`config.mk`:
```
export PLATFORM = sky130hd
export DESIGN_NAME = instr_scheduler_flat
export DESIGN_NICKNAME = d
export VERILOG_FILES = /design/src/rtl/instr_pkg.sv /design/src/rtl/instr_scheduler_if.sv /design/src/rtl/instr_scheduler_rr_arbiter2.sv /design/src/rtl/instr_scheduler.sv /design/src/flat_wrapper.sv
export SDC_FILE = /design/constraint.sdc
export NUM_CORES = 1
export LEC_CHECK = 0
export BUFFER_PORTS_ARGS = -buffer_cell sky130_fd_sc_hd__clkbuf_2
export CAP_MARGIN = 20
export CORE_MARGIN = 3
export CORE_UTILIZATION = 40
export CTS_CLUSTER_SIZE = 30
export DETAILED_ROUTE_END_ITERATION = 12
export PLACE_DENSITY_LB_ADDON = 0.12
export SYNTH_ARGS = -nofsm -noshare
export SYNTH_HDL_FRONTEND = slang
export SYNTH_SLANG_ARGS = --single-unit
export TNS_END_PERCENT = 5
```
`constraint.sdc`:
```
create_clock -name clk -period 1.25 [get_ports clk]
set_input_delay 0.1875 -clock clk [delete_from_list [all_inputs] [get_ports clk]]
set_output_delay 0.1875 -clock clk [all_outputs]
set_load 0.03 [all_outputs]
```
`src/rtl/instr_pkg.sv`:
```
// Shared definitions for the instruction scheduler: instruction field
// positions, legal opcodes, register codes and the FSM state encoding.
package instr_pkg;

    // Instruction layout {opcode[10:8], Rx[7:4], Ry/imm[3:0]}
    localparam int OPC_HI = 10;
    localparam int OPC_LO = 8;
    localparam int RX_HI  = 7;
    localparam int RX_LO  = 4;
    localparam int RY_HI  = 3;
    localparam int RY_LO  = 0;

    localparam logic [2:0] OP_LOAD = 3'b000;
    localparam logic [2:0] OP_MOV  = 3'b001;
    localparam logic [2:0] OP_ADD  = 3'b010;
    localparam logic [2:0] OP_SUB  = 3'b011;

    localparam logic [3:0] R1 = 4'b0001;
    localparam logic [3:0] R2 = 4'b0010;
    localparam logic [3:0] R3 = 4'b0011;
    localparam logic [3:0] R4 = 4'b0100;

    typedef enum logic [2:0] {
        ST_IDLE,
        ST_ISSUE,
        ST_WAIT,
        ST_COMPLETE,
        ST_REJECT
    } state_e;

    // Only the four datapath operations reach the control circuit.
    function automatic logic is_legal_opc(input logic [2:0] opc);
        return (opc == OP_LOAD) || (opc == OP_MOV) || (opc == OP_ADD) || (opc == OP_SUB);
    endfunction

endpackage

```
`src/rtl/instr_scheduler_if.sv`:
```
// Handshake bundle between the scheduler, its two requesters and the
// control circuit. master = requester/control-circuit side, slave = scheduler.
interface instr_scheduler_if #(
    parameter int INSTR_W = 11,
    parameter int CNT_W   = 8
);
    logic               req0_valid;
    logic [INSTR_W-1:0] req0_instr;
    logic               req0_ready;
    logic               req1_valid;
    logic [INSTR_W-1:0] req1_instr;
    logic               req1_ready;
    logic [INSTR_W-1:0] cc_instruction;
    logic               cc_valid;
    logic               cc_done;
    logic               resp_valid;
    logic               resp_id;
    logic               resp_err;
    logic               busy;
    logic [CNT_W-1:0]   exec_count;

    modport master (
        output req0_valid, req0_instr, req1_valid, req1_instr, cc_done,
        input  req0_ready, req1_ready, cc_instruction, cc_valid,
               resp_valid, resp_id, resp_err, busy, exec_count
    );

    modport slave (
        input  req0_valid, req0_instr, req1_valid, req1_instr, cc_done,
        output req0_ready, req1_ready, cc_instruction, cc_valid,
               resp_valid, resp_id, resp_err, busy, exec_count
    );
endinterface

```
`src/rtl/instr_scheduler_rr_arbiter2.sv`:
```
// Two-input round-robin arbiter: on contention the requester that did not
// win last time is chosen; a lone requester always wins.
module rr_arbiter2 (
    input  logic [1:0] valid,
    input  logic       last_grant,
    output logic       grant,
    output logic       grant_valid
);
    // Pure combinational pick, no state here (history lives in the top).
    always_comb begin
        grant_valid = |valid;
        grant       = (valid == 2'b11) ? ~last_grant : valid[1];
    end
endmodule

```
`src/rtl/instr_scheduler.sv`:
```
// Shares one control circuit between two instruction requesters.
// Optional feature: define WATCHDOG_EN to bound the wait for cc_done to
// TIMEOUT_CYCLES cycles (timed-out instructions complete with resp_err=1).
module instr_scheduler
    import instr_pkg::*;
#(
    parameter int INSTR_W = 11,
    parameter int OPC_W   = 3,
    parameter int CNT_W   = 8
`ifdef WATCHDOG_EN
    , parameter int TIMEOUT_CYCLES = 16
`endif
) (
    input logic              clk,
    input logic              reset,
    instr_scheduler_if.slave bus
);

    state_e             state;
    logic               last_grant;
    logic               grant;
    logic               grant_valid;
    logic               xfer;
    logic [INSTR_W-1:0] sel_instr;
    logic [OPC_W-1:0]   sel_opc;
    logic [INSTR_W-1:0] instr_q;
    logic               cc_valid_q;
    logic               resp_valid_q;
    logic               resp_id_q;
    logic               resp_err_q;
    logic               busy_q;
    logic [CNT_W-1:0]   exec_count_q;

`ifdef WATCHDOG_EN
    localparam int WD_W = $clog2(TIMEOUT_CYCLES + 1);
    logic [WD_W-1:0] wd_cnt;
`endif

    rr_arbiter2 u_arb (
        .valid       ({bus.req1_valid, bus.req0_valid}),
        .last_grant  (last_grant),
        .grant       (grant),
        .grant_valid (grant_valid)
    );

    assign sel_instr = grant ? bus.req1_instr : bus.req0_instr;
    assign sel_opc   = sel_instr[INSTR_W-1 -: OPC_W];
    // Ready is only offered in IDLE, so a transfer is simply IDLE plus a winner.
    assign xfer           = (state == ST_IDLE) && grant_valid;
    assign bus.req0_ready = xfer && !grant;
    assign bus.req1_ready = xfer && grant;

    assign bus.cc_instruction = instr_q;
    assign bus.cc_valid       = cc_valid_q;
    assign bus.resp_valid     = resp_valid_q;
    assign bus.resp_id        = resp_id_q;
    assign bus.resp_err       = resp_err_q;
    assign bus.busy           = busy_q;
    assign bus.exec_count     = exec_count_q;

    // Scheduler FSM; pulse outputs are set on the transition into the state that owns them.
    always_ff @(posedge clk or negedge reset) begin
        if (!reset) begin
            state        <= ST_IDLE;
            last_grant   <= 1'b1;
            instr_q      <= '0;
            cc_valid_q   <= 1'b0;
            resp_valid_q <= 1'b0;
            resp_id_q    <= 1'b0;
            resp_err_q   <= 1'b0;
            busy_q       <= 1'b0;
            exec_count_q <= '0;
`ifdef WATCHDOG_EN
            wd_cnt       <= '0;
`endif
        end else begin
            cc_valid_q   <= 1'b0;
            resp_valid_q <= 1'b0;
            resp_err_q   <= 1'b0;
            unique case (state)
                ST_IDLE: begin
                    if (xfer) begin
                        instr_q    <= sel_instr;
                        resp_id_q  <= grant;
                        last_grant <= grant;
                        busy_q     <= 1'b1;
`ifdef WATCHDOG_EN
                        wd_cnt     <= '0;
`endif
                        if (is_legal_opc(sel_opc)) begin
                            state      <= ST_ISSUE;
                            cc_valid_q <= 1'b1;
                        end else begin
                            state        <= ST_REJECT;
                            resp_valid_q <= 1'b1;
                            resp_err_q   <= 1'b1;
                        end
                    end
                end
                ST_ISSUE, ST_WAIT: begin
                    if (bus.cc_done) begin
                        state        <= ST_COMPLETE;
                        resp_valid_q <= 1'b1;
                        exec_count_q <= exec_count_q + CNT_W'(1);
`ifdef WATCHDOG_EN
                    end else if (wd_cnt == WD_W'(TIMEOUT_CYCLES - 1)) begin
                        state        <= ST_COMPLETE;
                        resp_valid_q <= 1'b1;
                        resp_err_q   <= 1'b1;
                    end else begin
                        wd_cnt <= wd_cnt + WD_W'(1);
                        state  <= ST_WAIT;
`else
                    end else begin
                        state <= ST_WAIT;
`endif
                    end
                end
                ST_COMPLETE, ST_REJECT: begin
                    state  <= ST_IDLE;
                    busy_q <= 1'b0;
                end
                default: begin
                    state  <= ST_IDLE;
                    busy_q <= 1'b0;
                end
            endcase
        end
    end

endmodule
```
`src/flat_wrapper.sv`:
```
// flat-port wrapper written by rule: the top's interface ports become plain ports
module instr_scheduler_flat import instr_pkg::*;
#(
    parameter int INSTR_W = 11,
    parameter int OPC_W   = 3,
    parameter int CNT_W   = 8

)
  (clk, reset, bus_req0_valid, bus_req0_instr, bus_req1_valid, bus_req1_instr, bus_cc_done, bus_req0_ready, bus_req1_ready, bus_cc_instruction, bus_cc_valid, bus_resp_valid, bus_resp_id, bus_resp_err, bus_busy, bus_exec_count);
  instr_scheduler_if #(.INSTR_W(INSTR_W), .CNT_W(CNT_W)) bus_i ();
  input logic clk;
  input logic reset;
  input wire logic [$bits(bus_i.req0_valid)-1:0] bus_req0_valid;
  input wire logic [$bits(bus_i.req0_instr)-1:0] bus_req0_instr;
  input wire logic [$bits(bus_i.req1_valid)-1:0] bus_req1_valid;
  input wire logic [$bits(bus_i.req1_instr)-1:0] bus_req1_instr;
  input wire logic [$bits(bus_i.cc_done)-1:0] bus_cc_done;
  output wire logic [$bits(bus_i.req0_ready)-1:0] bus_req0_ready;
  output wire logic [$bits(bus_i.req1_ready)-1:0] bus_req1_ready;
  output wire logic [$bits(bus_i.cc_instruction)-1:0] bus_cc_instruction;
  output wire logic [$bits(bus_i.cc_valid)-1:0] bus_cc_valid;
  output wire logic [$bits(bus_i.resp_valid)-1:0] bus_resp_valid;
  output wire logic [$bits(bus_i.resp_id)-1:0] bus_resp_id;
  output wire logic [$bits(bus_i.resp_err)-1:0] bus_resp_err;
  output wire logic [$bits(bus_i.busy)-1:0] bus_busy;
  output wire logic [$bits(bus_i.exec_count)-1:0] bus_exec_count;
  assign bus_i.req0_valid = bus_req0_valid;
  assign bus_i.req0_instr = bus_req0_instr;
  assign bus_i.req1_valid = bus_req1_valid;
  assign bus_i.req1_instr = bus_req1_instr;
  assign bus_i.cc_done = bus_cc_done;
  assign bus_req0_ready = bus_i.req0_ready;
  assign bus_req1_ready = bus_i.req1_ready;
  assign bus_cc_instruction = bus_i.cc_instruction;
  assign bus_cc_valid = bus_i.cc_valid;
  assign bus_resp_valid = bus_i.resp_valid;
  assign bus_resp_id = bus_i.resp_id;
  assign bus_resp_err = bus_i.resp_err;
  assign bus_busy = bus_i.busy;
  assign bus_exec_count = bus_i.exec_count;
  instr_scheduler #(.INSTR_W(INSTR_W), .OPC_W(OPC_W), .CNT_W(CNT_W)) u_core (.clk(clk), .reset(reset), .bus(bus_i));
endmodule
```
* Word-level counts from Yosys, hierarchy flattened
Index checks and enable logic that the tools add are counted.
Storage, ports and cells: register bits after elaboration 28, input port bits 27, output and inout port bits 26, word-level logic and storage cells 49
Cells by class: add/subtract/negate cells 1, equal/unequal tests 7, multiplexer cells 16, bitwise operators 2, reduce and logical (&&, ||, !) cells 14
Operators with widths (count):
- $mux W11 | 1
- $mux W1 | 10
- $eq A3 B2 Y1 const B | 3
- $add A8 B1 Y8 const B | 1
- $eq A3 B1 Y1 const B | 2
- $logic_not A3 Y1 | 2
- $mux W3 | 2
- $pmux W3 S2 | 1
- $reduce_and A2 Y1 | 3
- $pmux W1 S2 | 2
- $reduce_or A2 Y1 | 2
- $logic_and A1 B1 Y1 | 3
- $logic_or A1 B1 Y1 | 3
- $eq A2 B2 Y1 const B | 1
- $ne A2 B1 Y1 const B | 1
- $not A1 Y1 | 2
- $logic_not A1 Y1 | 1

* Depth between registers and ports, before layout
depth in word-level cells 10, depth in mapped cells 4, gate-level depth less buffers 4

* Cells and area by module
From an unflattened synthesis, not the netlist that was laid out.
Unflattened totals: cells, all modules 116, area total of the unflattened synthesis 1246.2 sq um
By module, submodules not included:
- instr_scheduler | instances 1, cells an instance 114, area an instance 1232.4 sq um, seq. area each 701.9 sq um
- rr_arbiter2 | instances 1, cells an instance 2, area an instance 13.8 sq um, seq. area each 0.0 sq um

* Worst setup path after synthesis
Ideal clock, no wire load.
path type register -> output, from reg u_core.state[1], to out bus_req1_ready, arrival time 1.231 ns, required time 1.062 ns, setup slack -0.168 ns, cell stages (with the launch flop) 4, path buffers 1, cell sequence dfrtp_1 > nor3_4 > clkbuf_1 > and2_1
On the way: longest elaborated chain between the ends 3
Ends and longest elaborated chain:
- start: declaration | line instr_scheduler.sv:19 | state_e state;
- start signal: assignment | line instr_scheduler.sv:64 | state <= ST_IDLE;
- start signal: assignment | line instr_scheduler.sv:91 | state <= ST_ISSUE;
- start signal: assignment | line instr_scheduler.sv:94 | state <= ST_REJECT;
- $logic_not A3 Y1 | line instr_scheduler.sv:49 | assign xfer = (state == ST_IDLE) && grant_valid;
- $logic_and A1 B1 Y1 | line instr_scheduler.sv:49
- $logic_and A1 B1 Y1 | line instr_scheduler.sv:51 | assign bus.req1_ready = xfer && grant;
- end: declaration | line flat_wrapper.sv:19 | output wire logic [$bits(bus_i.req1_ready)-1:0] bus_req1_ready;
Every way passes these cells.

* Worst setup path in the final report
from reg u_core.state[2], to out bus_req1_ready
The elaborated chain is that of the path after synthesis.

==> run_results.csv <==
group,metric,value,unit
critical_path,critPathMaxFanout,4,
sta,fin_crit,1.63,ns
global_route,grt_pass1_wl,4.71,mm
power_and_ir_drop,peakVddDrop,1.66,mV
route,antenna_left,0,
logic_synthesis,syn_area_per_cell,12.7,um^2
global_route,grt_use_total,16.8,%
global_route,grt_pass1_vias,1014,
die,die_x,61.5,um
route,vias,1082,
power_and_ir_drop,switching_share,43.5,%
power_and_ir_drop,seqPwrFrac,32.3,%
placement,io_buffers,52,
sta,period_share,130,%
power_and_ir_drop,p_per_area,2880,nW/um^2
critical_path,cp-end-kind,"output port",
placement,gp_congestion,0.745,
sta,timing.hold.ws,0.0678,ns
cts,clkSinkCount,28,
placement,dp_hpwl,2.22,mm
outcome,violations,"setup timing",
die,start_util,43.2,%
flow_run,drv_cap,0,
route,drt_iter0_markers,46,
sta,drv_slew,0,
logic_synthesis,yosysTopAreaCell,"dfrtp_1",
sta,worst_pin_slew,0.513,ns
logic_synthesis,yosysWarnings,0,
power_and_ir_drop,power_frac_clock,11.1,%
cts,cts_tree,"built",
route,wl_per_cell,14.8,um
route,drt-pass1-iter-count,4,
critical_path,cp.required,1.06,ns
sta,rsz0062_at_grt,"true",
logic_synthesis,ys_seq_area_share,56.9,%
critical_path,ff2ff_path_depth,5,
cts,clk_latency,0.33,ns
power_and_ir_drop,combPwrFrac,56.6,%
critical_path,crit_type,"register to output port",
placement,pre_cts_ws,-0.193,ns
sta,skew,0.0174,ns
die,ioPinCount,53,
logic_synthesis,synth_cells,97,
cts,cts_root_buf,"clkbuf_4",
logic_synthesis,yosysUniqueCellTypes,28,
worst_hold_path,min_path_type,"input port to register",
final_layout,drive_gt1_share,58.0,%
critical_path,worst_setup_path_start_kind,"register",
outcome,status,"complete, but fails checks",
logic_synthesis,synthTopCellsByArea,"dfrtp_1 55%, a221o_1 8.1%, and3_1 5.6%, xor2_1 5.0%, nor4b_2 2.4%",
sta,hold_viol_final,0,
sta,fmax,614,MHz
die,fp.dieH,61.5,um
final_layout,final_core_util,64.4,%
worst_hold_path,min_path_cells,2,
logic_synthesis,synth.top_cell.area_share,54.8,%
cts,cts_buffers,3,
logic_synthesis,syn_nets,125,
cts,clk_pin_slew_worst_paths,0.16,ns
power_and_ir_drop,p_leak,0.000970,uW
cts,clockBufferDepth,2,
final_layout,num-nets-final,198,
route,vias_per_cell,5.41,
logic_synthesis,synth-seq-cells,28,
final_layout,antenna_cells,0,
critical_path,crit_arrival,1.44,ns
cts,htreeDepth,1,
global_route,gr-total-overflow,0,
die,core-area,2850,um^2
sta,setup_violations,28,
power_and_ir_drop,switchingPower,2300,uW
global_route,grt_max_degree,22,
sta,setup_ws,-0.380,ns
sta,relSlewSlack,65.8,%
logic_synthesis,netlist_area,1230,um^2
route,drc,0,
final_layout,areaGrowthSynthToFinish,49.0,%
global_route,grt_antenna_before_repair,0,
route,drt_wl_total,2.95,mm
power_and_ir_drop,p_int,2990,uW
sta,timing.setup.tns,-3.46,ns
die,die-area,3790,um^2
die,rows,19,
flip-flops by register name (all words and copies together) (netlist names):
name                       flops
u_core.bus.busy                1
u_core.bus.cc_instruction     11
u_core.bus.cc_valid            1
u_core.bus.exec_count          8
u_core.bus.resp_err            1
u_core.bus.resp_id             1
u_core.bus.resp_valid          1
u_core.last_grant              1
u_core.state                   3
power by group through the flow:
stage	Clock (uW)	Sequential [uW]	Combinational, uW
finish	588	1710	3000
global route	649	1770	3250
CTS	601	1700	2840
detailed placement	0	1710	2590
global placement	0	1690	2540
floorplan	0	2350	1030
per-layer routing:
metal  global-route usage [%]  routed length, um
met5                        0                  0
met4                     2.73                 13
met3                     4.40                161
met2                     28.6               1470
met1                     21.9               1310
final cells by class:
cell class,count,area [um^2]
fill,238,1010
sequential,28,709
multi-input combinational,63,583
timing repair buffer,73,450
tap,31,38.8
clock inverter,1,30.0
clock buffer,3,22.5
inverter,1,3.75
path summary, 6_finish.rpt:
check / startpoint / to / slack [ns]
worst min register to register: u_core.bus.exec_count[7]$_DFFE_PN0N_ / u_core.bus.exec_count[7]$_DFFE_PN0N_ / 0.47
min in group asynchronous: reset / u_core.bus.exec_count[4]$_DFFE_PN0N_ / 0.33
worst min-delay path: bus_req0_instr[3] / u_core.bus.cc_instruction[3]$_DFFE_PN0P_ / 0.07
max in group asynchronous: reset / u_core.state[0]$_DFFE_PN0P_ / 0.38
worst max register to register: u_core.state[1]$_DFFE_PN0P_ / u_core.bus.exec_count[6]$_DFFE_PN0N_ / -0.17
worst max-delay path: u_core.state[2]$_DFFE_PN0P_ / bus_req1_ready / -0.38
critical path, cell delays in order, from the launching register on:
cell	delay (ns)
dfrtp_1	0.45
nor3_4	0.29
buf_6	0.14
and2_4	0.14
buf_8	0.11
repair_timing:
action,CTS,global route
endpoints found under the hold margin,19,0
gates resized for setup,15,15
hold buffers,1,0
pin swaps,4,3
setup endpoints to repair,29,34
setup buffers,3,1
cells in the mapped netlist (all sizes together):
cell type  number
nand2b          2
o21a            2
and2            2
a21o            3
inv             1
nor3b           1
xor2            7
ha              1
clkbuf          2
nor4            1
dfstp           1
mux2i           2
a221o          10
o22ai           1
mux2            1
dfrtp          27
nand3           3
nor4b           2
a21oi           1
o21ai           1
buf             3
nor2            4
and3           11
nand4           3
xnor2           1
nor3            3
a21boi          1
placed cells by master, fill, tap and decap left out, types with 2 or more instances in the layout:
cell / synthesis / layout
a21o_1: 3 / 3
buf_6: 0 / 4
buf_4: 0 / 18
clkbuf_2: 0 / 48
and3_1: 11 / 10
nor3_2: 0 / 2
a221o_1: 10 / 10
nand3_1: 3 / 3
dfrtp_1: 27 / 21
nor2_1: 4 / 3
clkbuf_4: 0 / 3
nand2b_1: 2 / 2
mux2i_1: 2 / 2
xor2_1: 7 / 7
dfrtp_2: 0 / 6
nand4_1: 3 / 3
nor4b_4: 0 / 2
cells by family (layout without fill, tap and decap cells):
family	count (synthesis)	in the layout	share of synthesized area, %
compound gates	19	19	13.4
flops	28	28	56.9
fa+ha+maj	1	1	1.01
xor+xnor	8	8	6.29
simple gates	32	32	17.7
buf+inv	6	78	2.13
mux	3	3	2.54
metrics by stage:
| step | cell area, um^2 | cells | power [uW] |
|---|---|---|---|
| 2_1_floorplan | 1250 | 97 | 3370 |
| 3_3_place_gp | 1640 | 191 | 4230 |
| 3_5_place_dp | 1640 | 191 | 4300 |
| 4_1_cts | 1780 | 199 | 5130 |
| 5_1_grt | 1840 | 200 | 5670 |
| 6_report | 1840 | 200 | 5300 |
Power figures use the tool's default switching activity.
